==> src/rtl/wddl_capture.sv <==
// WDDL dual-rail capture: sequences precharge/evaluate phases for a WDDL cone and
// decodes the dual-rail word sampled on the last evaluate cycle, flagging rail faults.
module wddl_capture #(
  parameter int WIDTH    = 8,
  parameter int PRE_CYC  = 1,
  parameter int EVAL_CYC = 2,
  parameter int CNT_W    = 8
) (
  input  logic             clk_i,
  input  logic             rst_i,
  input  logic             en_i,
  input  logic [WIDTH-1:0] rail_t_i,
  input  logic [WIDTH-1:0] rail_f_i,
  output logic             prechrg_o,
  output logic [WIDTH-1:0] data_o,
  output logic             valid_o,
  output logic             err_illegal_o,
  output logic             err_incomplete_o,
  output logic             err_spacer_o,
  output logic [CNT_W-1:0] err_cnt_o,
  output logic             busy_o
);

  localparam int MAX_CYC = (PRE_CYC > EVAL_CYC) ? PRE_CYC : EVAL_CYC;
  localparam int PH_W    = (MAX_CYC > 1) ? $clog2(MAX_CYC) : 1;
  localparam logic [PH_W-1:0] PRE_LAST  = PH_W'(PRE_CYC - 1);
  localparam logic [PH_W-1:0] EVAL_LAST = PH_W'(EVAL_CYC - 1);

  typedef enum logic [1:0] {
    S_IDLE = 2'd0,
    S_PRE  = 2'd1,
    S_EVAL = 2'd2
  } state_t;

  state_t           r_state;
  logic [PH_W-1:0]  r_phase;
  logic             r_prechrg;
  logic             r_busy;
  logic [WIDTH-1:0] r_data;
  logic             r_valid;
  logic             r_err_illegal;
  logic             r_err_incomplete;
  logic             r_err_spacer;
  logic [CNT_W-1:0] r_err_cnt;

  logic w_spacer_bad;
  logic w_illegal;
  logic w_incomplete;

  // Per-bit rail classification; (1,1) is illegal, (0,0) means the cone never evaluated.
  assign w_spacer_bad = |(rail_t_i | rail_f_i);
  assign w_illegal    = |(rail_t_i & rail_f_i);
  assign w_incomplete = |(~(rail_t_i | rail_f_i));

  function automatic logic [CNT_W-1:0] sat_inc(input logic [CNT_W-1:0] v);
    return (&v) ? v : v + CNT_W'(1);
  endfunction

  always_ff @(posedge clk_i) begin
    if (rst_i) begin
      r_state          <= S_IDLE;
      r_phase          <= '0;
      r_prechrg        <= 1'b1;
      r_busy           <= 1'b0;
      r_data           <= '0;
      r_valid          <= 1'b0;
      r_err_illegal    <= 1'b0;
      r_err_incomplete <= 1'b0;
      r_err_spacer     <= 1'b0;
      r_err_cnt        <= '0;
    end else begin
      r_valid          <= 1'b0;
      r_err_illegal    <= 1'b0;
      r_err_incomplete <= 1'b0;
      r_err_spacer     <= 1'b0;
      case (r_state)
        S_IDLE: begin
          if (en_i) begin
            r_state   <= S_PRE;
            r_phase   <= '0;
            r_prechrg <= 1'b1;
            r_busy    <= 1'b1;
          end
        end
        S_PRE: begin
          if (r_phase == PRE_LAST) begin
            r_state   <= S_EVAL;
            r_phase   <= '0;
            r_prechrg <= 1'b0;
            if (w_spacer_bad) begin
              r_err_spacer <= 1'b1;
              r_err_cnt    <= sat_inc(r_err_cnt);
            end
          end else begin
            r_phase <= r_phase + 1'b1;
          end
        end
        S_EVAL: begin
          if (r_phase == EVAL_LAST) begin
            r_phase   <= '0;
            r_prechrg <= 1'b1;
            if (en_i) begin
              r_state <= S_PRE;
            end else begin
              r_state <= S_IDLE;
              r_busy  <= 1'b0;
            end
            // Illegal and incomplete in one sample still count as a single error event.
            if (w_illegal || w_incomplete) begin
              r_err_illegal    <= w_illegal;
              r_err_incomplete <= w_incomplete;
              r_err_cnt        <= sat_inc(r_err_cnt);
            end else begin
              r_data  <= rail_t_i;
              r_valid <= 1'b1;
            end
          end else begin
            r_phase <= r_phase + 1'b1;
          end
        end
        default: begin
          r_state   <= S_IDLE;
          r_phase   <= '0;
          r_prechrg <= 1'b1;
          r_busy    <= 1'b0;
        end
      endcase
    end
  end

  assign prechrg_o        = r_prechrg;
  assign busy_o           = r_busy;
  assign data_o           = r_data;
  assign valid_o          = r_valid;
  assign err_illegal_o    = r_err_illegal;
  assign err_incomplete_o = r_err_incomplete;
  assign err_spacer_o     = r_err_spacer;
  assign err_cnt_o        = r_err_cnt;

endmodule

==> config.mk <==
export PLATFORM = sky130hd
export DESIGN_NAME = wddl_capture
export DESIGN_NICKNAME = d
export VERILOG_FILES = /design/src/rtl/wddl_capture.sv
export SDC_FILE = /design/constraint.sdc
export NUM_CORES = 1
export LEC_CHECK = 0
export BUFFER_PORTS_ARGS = -buffer_cell sky130_fd_sc_hd__buf_2
export CAP_MARGIN = 40
export CORE_AREA = 2 2 59 61
export CTS_CLUSTER_DIAMETER = 40
export DETAILED_ROUTE_END_ITERATION = 12
export DIE_AREA = 0 0 61 63
export PLACE_DENSITY = 0.66
export SYNTH_ARGS = -nofsm -noshare
export SYNTH_HDL_FRONTEND = slang
export SYNTH_SLANG_ARGS = --single-unit
==> constraint.sdc <==
create_clock -name clk_i -period 1.6 [get_ports clk_i]
set_input_delay 0.08 -clock clk_i [delete_from_list [all_inputs] [get_ports clk_i]]
set_output_delay 0.08 -clock clk_i [all_outputs]
set_load 0.02 [all_outputs]
==> flow_summary.json <==
{
  "dp_hpwl_um": 2252,
  "crit_start": "r_phase$_SDFFE_PP0N_",
  "yosys_warnings": 0,
  "synth_cells": 132,
  "async_flop_share_pct": 0,
  "met3_usage_pct": 2.899,
  "power_switching_uw": 302.3,
  "synth-edff-count": 0,
  "p_clk_share_pct": 24.0,
  "cp_max_fo": 6,
  "worstSetupPathType": "reg2reg",
  "max_freq_mhz": 578.4,
  "path_clk_slew_ps": 140,
  "drc": 0,
  "end_kind": "register",
  "cp-start-kind": "register",
  "worstPathCellList": "or3b_4 -> a2bb2oi_4 -> o311ai_4 -> or4_4 -> a21oi_2",
  "swShare_pct": 26.20,
  "seq_area_frac_synth_pct": 40.82,
  "rrSetupSlack_ps": -130,
  "crit_arrival_ps": 1970,
  "combPwrFrac_pct": 19.4,
  "core_um2": 3232,
  "root_buffer": "clkbuf_4",
  "dr.first_iter.drc_count": 44,
  "antenna_found_initial": 0,
  "io_pins": 41,
  "ys.flop_type": "dfxtp_1",
  "r2r_start": "r_phase$_SDFFE_PP0N_",
  "nets": 211,
  "rsz0062_at_grt": "yes",
  "timing.max_slew.rel_slack_pct": 66.92,
  "globalplace.congestion": 0.7998,
  "avgViaCountPerCell": 5.085,
  "ff2ff_path_depth": 5,
  "clkLatencyLatePin_ps": 310,
  "final-hold-violation-count": 0,
  "clk_path_buf_depth": 2,
  "antenna_cells": 0,
  "power_mw": 1.154,
  "fin_skew_ps": 9.326,
  "dr.pass1.iters": 4,
  "finalCriticalPeriod_ps": 1729,
  "dp_slack_ps": -137.1,
  "grtUsageMet2_pct": 26.61,
  "crit_end": "err_cnt_o[7]$_SDFFE_PP0P_",
  "via_count": 1200,
  "holdWs_ps": 32.42,
  "path_delay_family": "simple AND/OR/NAND/NOR gates",
  "synth_cell_types": 40,
  "rows": 21,
  "tritoncts": "yes",
  "synth.avg_cell_area_um2": 9.289,
  "die_area_um2": 3843,
  "critPathMaxStageDelay_ps": 440,
  "numPortBuffers": 40,
  "postRouteAntennaNets": 0,
  "violations": "setup timing",
  "final_cells": 236,
  "worstMarginPinSlew_ps": 496.3,
  "min_path_type": "in2reg",
  "power_density_nw_per_um2": 685.1,
  "cp_data_required_time_ps": 1840,
  "die_h_um": 63,
  "nFillCells": 314,
  "drt_wl_total_um": 2966,
  "setup_total_negative_slack_ps": -593.7,
  "cp.depth": 5,
  "leakagePower_nw": 0.7768,
  "r2r-end": "err_cnt_o[7]$_SDFFE_PP0P_",
  "grt_pass1_vias": 1172,
  "synth-seq-cells": 25,
  "grt_start_max_net_pins": 28,
  "syn_area_um2": 1226,
  "drive_gt1_share_pct": 44.21,
  "die_width_um": 61,
  "grt_overflow_total": 0,
  "syn-num-nets": 152,
  "setup_slack_ps": -129.0,
  "internal-power_uw": 851.6,
  "setup_viol": 7,
  "grt_use_met1_pct": 21.63,
  "grt_busiest_layer": "met2",
  "clock-sinks": 25,
  "cts_buffers": 3,
  "ir_drop_v": 0.0003086,
  "avgRoutedWirePerCell_um": 12.57,
  "crit_slowest_cell": "or4_4",
  "start_util_pct": 37.94,
  "worst-path-buf-inv": 0,
  "grt_first_pass_wirelength_um": 5009,
  "slew_violations": 0,
  "grtUsageTotal_pct": 16.49,
  "dp.cells": 229,
  "post-route-period-util_pct": 108.1,
  "p_seq_share_pct": 56.6,
  "max-cap-violations": 0,
  "area_delta_synth_final_pct": 37.35,
  "status": "finished with violations",
  "htreeDepth": 1
}
[per-stage QoR]
stage	area, µm²	utilization, %
CTS	1643	50.83
detailed placement	1579	48.86
global route	1684	52.11
global placement	1579	48.86
finish	1684	52.11
floorplan	1230	-
[power groups by stage]
| stage | sequential (mW) | clock, mW | combinational, mW |
|---|---|---|---|
| after detailed placement | 0.668 | 0 | 0.207 |
| after global routing | 0.657 | 0.315 | 0.245 |
| after global placement | 0.666 | 0 | 0.200 |
| after CTS | 0.654 | 0.290 | 0.223 |
| after floorplan | 0.680 | 0 | 0.112 |
| final | 0.653 | 0.277 | 0.224 |
[worst register-to-register path: stages (launching register included)]
cell,delay (ps)
dfxtp_2,340
or3b_4,400
a2bb2oi_4,220
o311ai_4,140
or4_4,440
a21oi_2,130
[cells by family after synthesis]
family	after synthesis	share of synthesized area, %
flops	25	40.82
compound gates	27	16.74
mux	10	8.266
xor+xnor	1	0.7144
buf+inv	8	3.877
fa+ha+maj	1	1.020
simple gates	60	28.57
[cells in the final DEF, fill, tap and decap left out, types with 2 or more instances in the layout]
cell type | synthesis | routed
a211oi_1 | 2 | 2
a21oi_1 | 9 | 6
a21oi_2 | 0 | 3
a22oi_1 | 4 | 4
and3_1 | 3 | 3
buf_2 | 2 | 40
buf_4 | 2 | 22
clkbuf_4 | 0 | 3
dfxtp_1 | 25 | 22
dfxtp_2 | 0 | 3
mux2i_1 | 9 | 9
nand2_1 | 3 | 3
nand2b_1 | 4 | 4
nand3b_1 | 3 | 3
nand4_1 | 5 | 5
nor2_1 | 19 | 19
nor2b_1 | 2 | 2
nor3_1 | 3 | 3
nor4_1 | 2 | 2
o31ai_1 | 4 | 3
or4_1 | 4 | 2
or4_4 | 0 | 2
[Yosys cell counts (3+ instances only)]
cell type / n / area (µm²)
a21oi_1: 9 / 45.04
a22oi_1: 4 / 30.03
and3_1: 3 / 18.77
clkbuf_1: 3 / 11.26
dfxtp_1: 25 / 500.5
mux2i_1: 9 / 90.09
nand2_1: 3 / 11.26
nand2b_1: 4 / 25.02
nand3b_1: 3 / 22.52
nand4_1: 5 / 31.28
nor2_1: 19 / 71.32
nor3_1: 3 / 15.01
o31ai_1: 4 / 30.03
or4_1: 4 / 30.03
[layout make-up]
class	instances	area, µm²	area share (%)
timing repair buffer	62	365.4	21.69
multi-input combinational	99	730.7	43.39
clock buffer	4	26.28	1.560
tap	46	57.56	3.418
sequential	25	504.2	29.94
[worst min-delay path by stage]
stage / startpoint / endpoint / depth (start not counted)
after floorplan: rail_t_i[0] / data_o[0]$_SDFFE_PP0P_ / 2
after global routing: rail_t_i[1] / data_o[1]$_SDFFE_PP0P_ / 3
after CTS: rail_t_i[5] / data_o[5]$_SDFFE_PP0P_ / 3
after global placement: rail_t_i[5] / data_o[5]$_SDFFE_PP0P_ / 3
after detailed placement: rail_t_i[2] / data_o[2]$_SDFFE_PP0P_ / 3
final: rail_t_i[1] / data_o[1]$_SDFFE_PP0P_ / 3
[layer usage]
metal | wire length, µm | part of all wire, %
met1 | 1349 | 45
met2 | 1438 | 48
met3 | 140 | 4.7
met4 | 37 | 1.2
met5 | 0 | 0
[timing repair]
item,CTS,global route
hold buffers,0,0
pin swaps,4,3
endpoints found under the setup margin,7,7
resized for setup,6,10
buffers inserted,3,0
(Power assumes the default switching activity.)
